===== src/rtl/wb_ctrl_pipe_if.sv =====
// Decode-to-writeback control bus: decode-side inputs, writeback outputs and
// per-stage pending-write information for the hazard unit.
interface wb_ctrl_pipe_if #(
    parameter int unsigned STAGES = 3,
    parameter int unsigned REG_AW = 5,
    parameter int unsigned OPC_W  = 6
);
    logic                       in_valid;
    logic [OPC_W-1:0]           opcode;
    logic [REG_AW-1:0]          dest;
    logic [REG_AW-1:0]          src_a;
    logic [REG_AW-1:0]          src_b;
    logic                       stall;
    logic                       flush;
    logic                       wb_valid;
    logic                       wb_mem_to_reg;
    logic                       wb_reg_write;
    logic [REG_AW-1:0]          wb_dest;
    logic [STAGES-1:0]          stage_reg_write;
    logic [STAGES*REG_AW-1:0]   stage_dest;
    logic                       load_use_hazard;
    logic                       illegal_op;

    modport master (
        output in_valid, opcode, dest, src_a, src_b, stall, flush,
        input  wb_valid, wb_mem_to_reg, wb_reg_write, wb_dest,
               stage_reg_write, stage_dest, load_use_hazard, illegal_op
    );

    modport slave (
        input  in_valid, opcode, dest, src_a, src_b, stall, flush,
        output wb_valid, wb_mem_to_reg, wb_reg_write, wb_dest,
               stage_reg_write, stage_dest, load_use_hazard, illegal_op
    );
endinterface


===== src/rtl/wb_ctrl_pipe.sv =====
// Writeback-control decoder plus a STAGES-deep control pipeline with stall,
// flush and bubble handling, pending-write export and load-use detection.
module wb_ctrl_pipe #(
    parameter int unsigned STAGES = 3,
    parameter int unsigned REG_AW = 5,
    parameter int unsigned OPC_W  = 6
) (
    input  logic          clk,
    input  logic          rst_n,
    wb_ctrl_pipe_if.slave bus
);
    localparam int unsigned LAST = STAGES - 1;

    typedef struct packed {
        logic              valid;
        logic              memToReg;
        logic              regWrite;
        logic [REG_AW-1:0] dest;
    } stageT;

    stageT                    pipe [STAGES];
    stageT                    entry;
    logic                     decMemToReg;
    logic                     decRegWrite;
    logic                     decKnown;
    logic                     illegalOp;
    logic [STAGES-1:0]        stageRegWrite;
    logic [STAGES*REG_AW-1:0] stageDest;

    // Opcode decode into {mem_to_reg, reg_write}
    always_comb begin
        decMemToReg = 1'b0;
        decRegWrite = 1'b0;
        decKnown    = 1'b1;
        case (bus.opcode)
            OPC_W'(6'b000000), OPC_W'(6'b001000), OPC_W'(6'b001101),
            OPC_W'(6'b001100), OPC_W'(6'b001010): decRegWrite = 1'b1;
            OPC_W'(6'b100011): begin
                decMemToReg = 1'b1;
                decRegWrite = 1'b1;
            end
            OPC_W'(6'b101011), OPC_W'(6'b000100), OPC_W'(6'b000101),
            OPC_W'(6'b000010): decRegWrite = 1'b0;
            default:           decKnown    = 1'b0;
        endcase
    end

    // Entry presented to stage 0; a squashed or absent instruction is a full bubble
    always_comb begin
        entry = '0;
        if (bus.in_valid && !bus.flush) begin
            entry.valid    = 1'b1;
            entry.memToReg = decMemToReg;
            entry.regWrite = decRegWrite && (bus.dest != '0);
            entry.dest     = bus.dest;
        end
    end

    always_ff @(posedge clk or negedge rst_n) begin
        if (!rst_n) begin
            for (int i = 0; i < int'(STAGES); i++) begin
                pipe[i] <= '0;
            end
            illegalOp <= 1'b0;
        end else begin
            if (!bus.stall) begin
                pipe[0] <= entry;
                for (int i = 1; i < int'(STAGES); i++) begin
                    pipe[i] <= pipe[i-1];
                end
            end else if (bus.flush) begin
                pipe[0] <= '0;
            end
            illegalOp <= bus.in_valid && !bus.flush && !bus.stall && !decKnown;
        end
    end

    always_comb begin
        stageRegWrite = '0;
        stageDest     = '0;
        for (int i = 0; i < int'(STAGES); i++) begin
            stageRegWrite[i]              = pipe[i].valid & pipe[i].regWrite;
            stageDest[i*REG_AW +: REG_AW] = pipe[i].dest;
        end
    end

    assign bus.wb_valid        = pipe[LAST].valid;
    assign bus.wb_mem_to_reg   = pipe[LAST].memToReg;
    assign bus.wb_reg_write    = pipe[LAST].valid & pipe[LAST].regWrite;
    assign bus.wb_dest         = pipe[LAST].dest;
    assign bus.stage_reg_write = stageRegWrite;
    assign bus.stage_dest      = stageDest;
    assign bus.illegal_op      = illegalOp;

    // Load in stage 0 feeding the instruction now in decode
    assign bus.load_use_hazard = bus.in_valid & pipe[0].valid & pipe[0].memToReg
                               & pipe[0].regWrite
                               & ((pipe[0].dest == bus.src_a) | (pipe[0].dest == bus.src_b));
endmodule


===== src/flat_wrapper.sv =====
// flat-port wrapper written by rule: the top's interface ports become plain ports
module wb_ctrl_pipe_flat 
#(
    parameter int unsigned STAGES = 3,
    parameter int unsigned REG_AW = 5,
    parameter int unsigned OPC_W  = 6
)
  (clk, rst_n, bus_in_valid, bus_opcode, bus_dest, bus_src_a, bus_src_b, bus_stall, bus_flush, bus_wb_valid, bus_wb_mem_to_reg, bus_wb_reg_write, bus_wb_dest, bus_stage_reg_write, bus_stage_dest, bus_load_use_hazard, bus_illegal_op);
  wb_ctrl_pipe_if #(.STAGES(STAGES), .REG_AW(REG_AW), .OPC_W(OPC_W)) bus_i ();
  input  logic clk;
  input  logic rst_n;
  input wire logic [$bits(bus_i.in_valid)-1:0] bus_in_valid;
  input wire logic [$bits(bus_i.opcode)-1:0] bus_opcode;
  input wire logic [$bits(bus_i.dest)-1:0] bus_dest;
  input wire logic [$bits(bus_i.src_a)-1:0] bus_src_a;
  input wire logic [$bits(bus_i.src_b)-1:0] bus_src_b;
  input wire logic [$bits(bus_i.stall)-1:0] bus_stall;
  input wire logic [$bits(bus_i.flush)-1:0] bus_flush;
  output wire logic [$bits(bus_i.wb_valid)-1:0] bus_wb_valid;
  output wire logic [$bits(bus_i.wb_mem_to_reg)-1:0] bus_wb_mem_to_reg;
  output wire logic [$bits(bus_i.wb_reg_write)-1:0] bus_wb_reg_write;
  output wire logic [$bits(bus_i.wb_dest)-1:0] bus_wb_dest;
  output wire logic [$bits(bus_i.stage_reg_write)-1:0] bus_stage_reg_write;
  output wire logic [$bits(bus_i.stage_dest)-1:0] bus_stage_dest;
  output wire logic [$bits(bus_i.load_use_hazard)-1:0] bus_load_use_hazard;
  output wire logic [$bits(bus_i.illegal_op)-1:0] bus_illegal_op;
  assign bus_i.in_valid = bus_in_valid;
  assign bus_i.opcode = bus_opcode;
  assign bus_i.dest = bus_dest;
  assign bus_i.src_a = bus_src_a;
  assign bus_i.src_b = bus_src_b;
  assign bus_i.stall = bus_stall;
  assign bus_i.flush = bus_flush;
  assign bus_wb_valid = bus_i.wb_valid;
  assign bus_wb_mem_to_reg = bus_i.wb_mem_to_reg;
  assign bus_wb_reg_write = bus_i.wb_reg_write;
  assign bus_wb_dest = bus_i.wb_dest;
  assign bus_stage_reg_write = bus_i.stage_reg_write;
  assign bus_stage_dest = bus_i.stage_dest;
  assign bus_load_use_hazard = bus_i.load_use_hazard;
  assign bus_illegal_op = bus_i.illegal_op;
  wb_ctrl_pipe #(.STAGES(STAGES), .REG_AW(REG_AW), .OPC_W(OPC_W)) u_core (.clk(clk), .rst_n(rst_n), .bus(bus_i));
endmodule

===== config.mk =====
export PLATFORM = sky130hd
export DESIGN_NAME = wb_ctrl_pipe_flat
export DESIGN_NICKNAME = d
export VERILOG_FILES = /design/src/rtl/wb_ctrl_pipe_if.sv /design/src/rtl/wb_ctrl_pipe.sv /design/src/flat_wrapper.sv
export SDC_FILE = /design/constraint.sdc
export NUM_CORES = 1
export LEC_CHECK = 0
export ABC_AREA = 1
export ABC_CLOCK_PERIOD_IN_PS = 1900
export CAP_MARGIN = 40
export CORE_MARGIN = 10
export CORE_UTILIZATION = 36
export CTS_CLUSTER_SIZE = 14
export DETAILED_ROUTE_END_ITERATION = 12
export GPL_TIMING_DRIVEN = 0
export MAX_ROUTING_LAYER = met4
export PLACE_DENSITY = 0.64
export SETUP_SLACK_MARGIN = 0.05
export SLEW_MARGIN = 30
export SYNTH_ARGS = -nofsm -noshare
export SYNTH_HDL_FRONTEND = slang
export SYNTH_SLANG_ARGS = --single-unit

===== constraint.sdc =====
create_clock -name clk -period 1.9 [get_ports clk]
set_input_delay 0.38 -clock clk [delete_from_list [all_inputs] [get_ports clk]]
set_output_delay 0.38 -clock clk [all_outputs]
set_load 0.03 [all_outputs]

Word level (Yosys, flattened, before mapping)
Cells that the tools add are included.
W data, S select, Z words.
Word-level totals
  bits in registers: 25
  input bits: 26
  output and inout port bits: 28
Operators by class
  eq/ne operators: 12
  multiplexer cells: 6
  bitwise gates (word level): 8
  reduce and logical (&&, ||, !) cells: 11
Operator list (count)
  $eq A6 B4 Y1 const B: 4
  $mux W8: 3
  $eq A6 B3 Y1 const B: 2
  $eq A6 B6 Y1 const B: 2
  $eq A5 B5 Y1: 2
  $reduce_or A10 Y1: 1
  $and A1 B1 Y1: 7
  $eq A6 B2 Y1 const B: 1
  $logic_not A6 Y1: 1
  $reduce_or A6 Y1: 1
  $reduce_bool A5 Y1: 1
  $logic_and A1 B1 Y1: 4
  $logic_not A1 Y1: 3
  $mux W1: 3
  $ne A2 B1 Y1 const B: 1
  $or A1 B1 Y1: 1

Logic depth before layout (Yosys ltp)
Gate-level depths: netlist of run 1.
  depth after elaboration: 6
  depth in mapped cells: 8

Least setup slack after synthesis of run 1
Ideal clock, no wire load.
  path kind: reg2out
  start point: register u_core.pipe[21] (netlist name)
  end point: output port bus_load_use_hazard
  arrival: 1.200 ns
  data required time: 1.520 ns
  path slack: 0.320 ns
  stages on the path, launching flop included: 5
  path buffers: 0
  path through: dfrtp_1 nand2_1 inv_1 nand3_1 a21oi_1
On the way
  word-level cells in the longest chain between the ends: 2
Ends and longest elaborated chain
  start: declaration: RTL line wb_ctrl_pipe.sv:21  | stageT pipe [STAGES];
  start signal: indexed assignment: RTL line wb_ctrl_pipe.sv:69  | pipe[i] <= pipe[i-1];
  $and A1 B1 Y1: RTL line wb_ctrl_pipe.sv:97  | & pipe[0].regWrite
  $and A1 B1 Y1: RTL line wb_ctrl_pipe.sv:98  | & ((pipe[0].dest == bus.src_a) | (pipe[0].dest == bus.src_b));
  end: declaration: RTL line flat_wrapper.sv:25  | output wire logic [$bits(bus_i.load_use_hazard)-1:0] bus_load_use_hazard;
No other way between the ends.

Worst setup path after layout of run 1
  start point: register u_core.pipe (netlist bit u_core.bus.wb_dest[2])
  end point: output port bus_stage_dest[12]
RTL lines
  end: declaration: RTL line flat_wrapper.sv:24  | output wire logic [$bits(bus_i.stage_dest)-1:0] bus_stage_dest;
No word-level cell between the ends.

==> metrics.cfg, run 1 <==
[status]
outcome=complete, no violations

[die]
coreArea_sq_um=3720
ioPinCount=54
dieHeight_microns=82.3
rows=22
start_util=0.376
die_area_sq_um=6770
die_w_microns=82.3

[yosys]
yosys.area.top_type=dfrtp_1
syn_area_sq_um=1400
yosysMostFrequentCell=nand2_1
yosysWarningCount=0
syn_nets=212
synth_seq_cells=25
ys_seq_area_frac=0.448
netlist_top_cells_area=dfrtp_1, nand2_1, buf_4, inv_1, o21ai_0
async_reset_ff_frac=1.00
synthCells=186
syn_avg_cell_area_sq_um=7.51
synth_edf_count=0
synth.top_cell.area_share=0.448
synth.distinct_cells=22
synth_common_cells=nand2_1, inv_1, dfrtp_1
synthFlopType=dfrtp_1

[sta]
setup_viol=0
whs_ps=96.8
rsz0062_at_grt=true
fmax_mhz=557
finalHoldViolCount=0
totalNegativeSetupSlack_ps=0
period_share=0.946
worstMarginPinSlew_ps=555
period_minus_slack_ps=1800
skew_ps=5.60
relSlewSlack=0.630
final_max_slew_viol_count=0

[drt]
drt_iter0_markers=50
drc=0
num_vias=1254
wirelength_microns=3300
routedWlPerCell_microns=11.3
first_pass_iters=4
via_per_inst=4.29
ant_nets=0

[final_layout]
seqCellArea_sq_um=626
drive_above_1_share=0.139
area_growth_syn_to_layout_pct=47.7
largest_reg_flops=10
fillers=374
final_nets=271
utilization=0.555
multi_input_area_sq_um=488
diodes=0

[clock_tree]
hold_buffers=0
clk_latency_ps=270
cts_tree=yes
htreeDepth=1
clock_sinks=25
clockRootBuffer=clkbuf_8
numCtsBuffers=3
cts.clk_slew.worst_paths_ps=90
cts_max_path_buffers=2

[worst_hold_path]
min_path_type=in -> async

[worst_setup_path]
crit_chain=buf_4 -> clkdlybuf4s50_1
crit_required_ps=1520
cpPeakStageDelay_ps=660
start_kind=flip-flop
cp_top_family=buffers and inverters
cp.arrival_ps=1420
worst-path-buf-inv=2
critPathMaxFanout=3
end_kind=output port
crit_type=reg -> out
cp_slowest_cell=clkdlybuf4s50_1
crit_start=u_core.bus.wb_dest[2]$_DFFE_PN0N_
r2r_start=u_core.bus.stage_dest[3]$_DFFE_PN0P_

[grt]
grt_pass1_wl_microns=5220
overflow=0
grt_max_degree=26
grt_use_total=0.0996
grt_pass1_vias=1223
antenna_found_initial=0

[power_and_ir_drop]
totalPowerFinal_mw=1.17
ir_worst_vdd_mv=0.208
p_leak_nw=1.23
power-per-cell-area_nw_per_um2=568

[flow_run]
maxCapViolations=0

[placed_design]
placement.io_buffers=53
gp_congestion=0.828
place_hpwl_microns=2740

## cell families after synthesis
kind of cell | Yosys count | share of synthesized area
AOI/OAI and AO/OA | 20 | 0.0780
buffers and inverters | 53 | 0.205
and+or+nand+nor | 85 | 0.250
DFF | 25 | 0.448
xor gates and xnor gates | 3 | 0.0188
## layer usage
layer | track usage | vias up | wire length, microns
li1 | - | 665 | -
met1 | 0.109 | 545 | 1430
met2 | 0.173 | 40 | 1560
met3 | 0.0184 | 4 | 261
met4 | 0.0408 | 0 | 44
met5 | - | - | 0
## power by group
part           leakage [nW]  total, mW  switching (mW)  internal (mW)
registers             0.342      0.572          0.0175          0.555
logic                 0.860      0.287           0.146          0.141
clock network        0.0228      0.312           0.162          0.150
total                  1.23       1.17           0.326          0.845
## timing repair
| item | CTS | global route |
|---|---|---|
| resized for setup | 12 | 14 |
| setup buffers | 0 | 1 |
| pin swaps | 0 | 6 |
| endpoints found under the setup margin | 6 | 6 |
## path summary, 6_finish.rpt
kind	cells after the start	slack, ps	to
max	2	100	bus_stage_dest[12]
min	1	100	u_core.bus.stage_dest[1]$_DFFE_PN0P_
max reg2reg	2	1120	u_core.bus.stage_dest[3]$_DFFE_PN0P_
min reg2reg	2	470	u_core.bus.wb_mem_to_reg$_DFFE_PN0N_
max in group asynchronous	1	1430	u_core.pipe[15]$_DFFE_PN0N_
min in group clk	2	470	u_core.bus.wb_mem_to_reg$_DFFE_PN0N_
## through the flow
step / setup WS, ps / std cells / instance area [sq um]
floorplan: 320 / 186 / 1400
global placement: -532 / 287 / 1990
detailed placement: -529 / 287 / 1980
CTS: 11.5 / 291 / 2020
global route: 29.8 / 292 / 2060
finish: 103 / 292 / 2060
## layout by cell type (no fill, tap or decap), types with 2 or more instances in the layout
cell type and count:
inv_2 2, clkbuf_8 3, xnor2_1 2, nand4_1 2, nand2_1 65, dlymetal6s2s_1 12, dlygate4sd2_1 6, clkbuf_1 2
buf_6 2, buf_4 22, buf_2 2, clkdlybuf4s50_1 33, inv_1 27, nor2_1 10, o22ai_1 6, nand3_1 4
dfrtp_1 25, o21ai_0 10
## layout make-up
class | instances | share of cell area
sequential | 25 | 0.303
timing repair buffer | 54 | 0.270
multi-input combinational | 108 | 0.237
buffer | 24 | 0.0862
inverter | 29 | 0.0528
tap | 48 | 0.0291
clock buffer | 4 | 0.0218
(Power assumes the default switching activity.)
==> run 2, diff against run 1 <==
--- a/config.mk
+++ b/config.mk
@@ -10,13 +10,14 @@
 export CAP_MARGIN = 40
 export CORE_MARGIN = 10
 export CORE_UTILIZATION = 36
+export CTS_BUF_LIST = sky130_fd_sc_hd__clkbuf_16
 export CTS_CLUSTER_SIZE = 14
 export DETAILED_ROUTE_END_ITERATION = 12
 export GPL_TIMING_DRIVEN = 0
 export MAX_ROUTING_LAYER = met4
 export PLACE_DENSITY = 0.64
 export SETUP_SLACK_MARGIN = 0.05
-export SLEW_MARGIN = 30
+export SLEW_MARGIN = 10
 export SYNTH_ARGS = -nofsm -noshare
 export SYNTH_HDL_FRONTEND = slang
 export SYNTH_SLANG_ARGS = --single-unit
==> run 2 against run 1 <==
Clock skew down 4.6 ps. First-iteration DRC count fell by 2.0%. Count of clock-buffer cells in the layout fell by 1. Global-route usage up 0.094 points. Critical path type unchanged. Critical endpoint is now bus_stage_dest[4]. Largest cell class unchanged. Largest power group unchanged.
==> metrics.cfg, run 2 (synthesis gave the netlist of run 1 again) <==
[status]
outcome=complete, no violations  ; unchanged

[die]
dieHeight_microns=82.3  ; unchanged
die_area_sq_um=6770  ; unchanged
rows=22  ; unchanged
start_util=0.376  ; unchanged
ioPinCount=54  ; unchanged
coreArea_sq_um=3720  ; unchanged
die_w_microns=82.3  ; unchanged

[sta]
skew_ps=1.00  ; was 5.60 ps
setup_viol=0  ; unchanged
fmax_mhz=553  ; was 557 MHz
finalHoldViolCount=0  ; unchanged
whs_ps=466  ; was 96.8 ps
period_share=0.952  ; was 0.946
relSlewSlack=0.602  ; was 0.630
period_minus_slack_ps=1810  ; was 1800 ps
rsz0062_at_grt=true  ; unchanged
worstMarginPinSlew_ps=595  ; was 555 ps
final_max_slew_viol_count=0  ; unchanged
totalNegativeSetupSlack_ps=0  ; unchanged

[clock_tree]
clockRootBuffer=clkbuf_16  ; was clkbuf_8
cts_max_path_buffers=2  ; unchanged
hold_buffers=0  ; unchanged
cts_tree=yes  ; unchanged
cts.clk_slew.worst_paths_ps=60  ; was 90 ps
clk_latency_ps=250  ; was 270 ps
clock_sinks=25  ; unchanged
cts_setup_buffers=0  ; unchanged
htreeDepth=1  ; unchanged
numCtsBuffers=3  ; unchanged

[worst_setup_path]
cp_top_family=buffers and inverters  ; unchanged
critPathMaxFanout=4  ; was 3
cp.arrival_ps=1430  ; was 1420 ps
worstRegToRegCells=2  ; unchanged
r2r-end=u_core.bus.stage_dest[3]$_DFFE_PN0P_  ; unchanged
r2r_start=u_core.bus.stage_dest[3]$_DFFE_PN0P_  ; unchanged
cpPeakStageDelay_ps=660  ; about the same
crit_type=reg -> out  ; unchanged
end_kind=output port  ; unchanged
worst-path-buf-inv=2  ; unchanged
crit_required_ps=1520  ; about the same
crit_chain=buf_4 -> clkdlybuf4s50_1  ; unchanged
cp_slowest_cell=clkdlybuf4s50_1  ; unchanged
r2r_setup_slack_ps=1120  ; about the same
start_kind=flip-flop  ; unchanged

[drt]
ant_nets=0  ; unchanged
routedWlPerCell_microns=11.3  ; about the same
num_vias=1255  ; was 1,254
wirelength_microns=3300  ; about the same
drc=0  ; unchanged
first_pass_iters=4  ; unchanged
drt_iter0_markers=49  ; was 50
via_per_inst=4.30  ; was 4.29

[worst_hold_path]
min_from=u_core.pipe[14]$_DFFE_PN0N_
hold_end=u_core.bus.wb_mem_to_reg$_DFFE_PN0N_
holdPathStages=2
min_path_type=reg -> reg  ; was in -> async

[final_layout]
final_nets=271  ; unchanged
fillers=359  ; was 374
area_growth_syn_to_layout_pct=52.7  ; was 47.7%
mostFrequentLayoutCell=nand2_1  ; unchanged
layout_common_cells=nand2_1, clkdlybuf4s50_1, inv_1  ; unchanged
diodes=0  ; unchanged
largest_reg_flops=10  ; unchanged
drive_above_1_share=0.143  ; was 0.139

[grt]
antenna_found_initial=0  ; unchanged
grt_max_degree=16  ; was 26
grt_pass1_vias=1239  ; was 1,223
grt_use_total=0.101  ; was 0.0996
grt_pass1_wl_microns=5280  ; was 5220 microns
overflow=0  ; unchanged

[placed_design]
place_hpwl_microns=2800  ; was 2740 microns
gp_congestion=0.828  ; unchanged
placement.io_buffers=53  ; unchanged

[power_and_ir_drop]
power-per-cell-area_nw_per_um2=621  ; was 568 nW/um^2
p_leak_nw=1.24  ; was 1.23 nW
ir_worst_vdd_mv=0.323  ; was 0.208 mV

[flow_run]
maxCapViolations=0  ; unchanged

-- run 2: tightest hold or removal path, stage by stage (launching register included) --
cell	delay (ps)
dfrtp_1	340
nand2_1	50
nand2_1	40
-- run 2: layout make-up --
class,instances,area (sq um),share of cell area
sequential,25,626,0.293
timing repair buffer,54,586,0.275
multi-input combinational,108,495,0.232
buffer,24,178,0.0833
inverter,29,109,0.0511
clock buffer,3,75.1,0.0352
tap,48,60.1,0.0282
clock inverter,1,3.75,0.00176
-- run 2: where the power goes --
group	switching (mW)	internal, mW
sequential	0.0178	0.556
combinational	0.149	0.149
clock	0.173	0.281
-- run 2: repair_timing --
action / in CTS / in global routing
pin swaps: 0 / 6
hold endpoints to repair: 0 / 0
setup endpoints to repair: 3 / 6
resized for setup: 9 / 16
-- run 2: through the flow --
step	total power, mW	instances	util	area (sq um)	setup WS (ps)
detailed placement	0.887	288	0.542	2010	-514
finish	1.32	292	0.574	2130	90.9
floorplan	0.738	186	-	1400	320
global route	1.39	292	0.574	2130	13.1
global placement	0.876	287	0.535	1990	-532
CTS	1.34	292	0.562	2090	10.7
-- run 2: layer usage --
layer | global-route usage | part of all wire | vias up
li1 | - | - | 667
met2 | 0.175 | 0.48 | 38
met5 | - | 0 | -
met1 | 0.112 | 0.44 | 545
met4 | 0.0408 | 0.017 | 0
met3 | 0.0162 | 0.067 | 5
-- run 2: how the worst max path moves through the flow --
stage / from / to / slack, ps / depth (start not counted)
final: u_core.bus.stage_dest[4]$_DFFE_PN0P_ / bus_stage_dest[4] / 90 / 2
after global routing: u_core.bus.stage_dest[2]$_DFFE_PN0P_ / bus_load_use_hazard / 10 / 7
after CTS: bus_src_b[1] / bus_load_use_hazard / 10 / 8
after detailed placement: bus_src_a[0] / bus_load_use_hazard / -510 / 8
after global placement: bus_src_a[0] / bus_load_use_hazard / -530 / 8
after floorplan: u_core.pipe[21]$_DFFE_PN0P_ / bus_load_use_hazard / 320 / 4
==> run 3, diff against run 2 <==
--- a/config.mk
+++ b/config.mk
@@ -7,7 +7,6 @@
 export LEC_CHECK = 0
 export ABC_AREA = 1
 export ABC_CLOCK_PERIOD_IN_PS = 1900
-export CAP_MARGIN = 40
 export CORE_MARGIN = 10
 export CORE_UTILIZATION = 36
 export CTS_BUF_LIST = sky130_fd_sc_hd__clkbuf_16
==> run 3 against run 2 <==
Worst hold slack worse by 360 ps. Combinational power is 4% lower. Cell count down 0.34%. Largest power group unchanged. Via count shrank 1.8%. Count of clock-buffer cells in the layout unchanged.
==> metrics.cfg, run 3 (synthesis gave the netlist of run 1 again) <==
[worst_setup_path]
r2r_setup_slack_ps=1120  ; about the same
crit_required_ps=1520  ; about the same
end_kind=output port  ; unchanged
start_kind=flip-flop  ; unchanged
crit_type=reg -> out  ; unchanged
critPathMaxFanout=4  ; unchanged
cp.arrival_ps=1420  ; was 1430 ps

[sta]
finalHoldViolCount=0  ; unchanged
setup_viol=0  ; unchanged
fmax_mhz=555  ; was 553 MHz
worstMarginPinSlew_ps=556  ; was 595 ps
period_share=0.948  ; was 0.952
final_max_slew_viol_count=0  ; unchanged
rsz0062_at_grt=false  ; was true
period_minus_slack_ps=1800  ; was 1810 ps
skew_ps=1.52  ; was 1.00 ps
whs_ps=110  ; was 466 ps
relSlewSlack=0.629  ; was 0.602

[grt]
overflow=0  ; unchanged
grt_pass1_vias=1224  ; was 1,239
antenna_found_initial=0  ; unchanged
grt_pass1_wl_microns=5200  ; was 5280 microns
grt_use_total=0.0989  ; was 0.101
grt_max_degree=26  ; was 16

[final_layout]
diodes=0  ; unchanged
drive_above_1_share=0.136  ; was 0.143
final_nets=270  ; was 271
multi_input_area_sq_um=488  ; was 495 sq um
layoutNonFillerInstCount=291  ; was 292
seqCellArea_sq_um=626  ; unchanged
layout_common_cells=nand2_1, clkdlybuf4s50_1, inv_1  ; unchanged
fillers=379  ; was 359
mostFrequentLayoutCell=nand2_1  ; unchanged
largest_reg_flops=10  ; unchanged
area_growth_syn_to_layout_pct=48.6  ; was 52.7%

[clock_tree]
cts.clk_slew.worst_paths_ps=60  ; about the same
hold_buffers=0  ; unchanged
cts_max_path_buffers=2  ; unchanged
cts_setup_buffers=0  ; unchanged
clockRootBuffer=clkbuf_16  ; unchanged
clk_latency_ps=250  ; about the same
cts_tree=yes  ; unchanged
numCtsBuffers=3  ; unchanged
htreeDepth=1  ; unchanged
clock_sinks=25  ; unchanged

[power_and_ir_drop]
p_leak_nw=1.18  ; was 1.24 nW
ir_worst_vdd_mv=0.297  ; was 0.323 mV
power-per-cell-area_nw_per_um2=630  ; was 621 nW/um^2
totalPowerFinal_mw=1.31  ; was 1.32 mW

[placed_design]
placement.io_buffers=53  ; unchanged
place_hpwl_microns=2760  ; was 2800 microns
gp_congestion=0.828  ; unchanged
placed_cells=287  ; was 288

[die]
dieHeight_microns=82.3  ; unchanged
start_util=0.376  ; unchanged
die_w_microns=82.3  ; unchanged
die_area_sq_um=6770  ; unchanged
ioPinCount=54  ; unchanged
rows=22  ; unchanged
coreArea_sq_um=3720  ; unchanged

[drt]
first_pass_iters=4  ; unchanged
num_vias=1233  ; was 1,255
routedWlPerCell_microns=11.2  ; was 11.3 microns
drt_iter0_markers=53  ; was 49
via_per_inst=4.24  ; was 4.30
ant_nets=0  ; unchanged
drc=0  ; unchanged
wirelength_microns=3270  ; was 3300 microns

[flow_run]
maxCapViolations=0  ; unchanged

[worst_hold_path]
min_path_type=in -> async  ; was reg -> reg

[status]
outcome=complete, no violations  ; unchanged

==> run 3: changes by cell type in the layout (fill, tap and decap cells not counted), sizes merged <==
cell | before | now
dlymetal6s2s | 12 | 7
dlygate4sd2 | 3 | 7
==> run 3: final cells by class <==
type	instances	area share
plain buffers	24	0.0856
clock buffers	3	0.0362
clock inverters	1	0.00181
inverters	29	0.0525
multi-input cells	108	0.235
flip-flops and latches	25	0.302
well taps	48	0.0290
repair buffers	53	0.258
==> run 3: power breakdown <==
| group | switching, mW | leakage (nW) | total [mW] | internal [mW] |
|---|---|---|---|---|
| clock | 0.168 | 0.0423 | 0.449 | 0.281 |
| sequential | 0.0175 | 0.342 | 0.573 | 0.556 |
| combinational | 0.146 | 0.792 | 0.286 | 0.140 |
==> run 3: critical path, cell delays in order, from the launching register on <==
cell,delay (ps)
dfrtp_1,390
buf_4,120
clkdlybuf4s50_1,660
==> run 3: path summary, 6_finish.rpt <==
path	cells past startpoint	startpoint	endpoint
max	2	u_core.bus.stage_dest[4]$_DFFE_PN0P_	bus_stage_dest[4]
min	1	rst_n	u_core.bus.wb_valid$_DFFE_PN0N_
max reg2reg	2	u_core.bus.stage_dest[3]$_DFFE_PN0P_	u_core.bus.stage_dest[3]$_DFFE_PN0P_
min reg2reg	2	u_core.pipe[14]$_DFFE_PN0N_	u_core.bus.wb_mem_to_reg$_DFFE_PN0N_
max in group asynchronous	1	rst_n	u_core.bus.wb_dest[2]$_DFFE_PN0N_
min in group clk	2	u_core.pipe[14]$_DFFE_PN0N_	u_core.bus.wb_mem_to_reg$_DFFE_PN0N_
==> run 3: through the flow <==
stage | utilization | instance area (sq um) | TNS, ps | worst slack [ps]
floorplan | - | 1400 | 0 | 320
global placement | 0.535 | 1990 | -532 | -532
detailed placement | 0.535 | 1990 | -530 | -530
CTS | 0.553 | 2050 | 0 | 27.6
global route | 0.558 | 2070 | 0 | 44.8
finish | 0.558 | 2070 | 0 | 97.9
==> run 3: repair_timing <==
action / in CTS / in global routing
setup endpoints to repair: 3 / 5
pin swaps: 2 / 3
gates resized for setup: 13 / 9
==> run 3: layer usage <==
layer | routed length (microns) | part of all wire | track usage | up-vias
met4 | 34 | 0.010 | 0.0357 | 0
met5 | 0 | 0 | - | -
li1 | - | - | - | 664
met2 | 1550 | 0.47 | 0.174 | 35
met3 | 234 | 0.072 | 0.0173 | 2
met1 | 1450 | 0.44 | 0.109 | 532
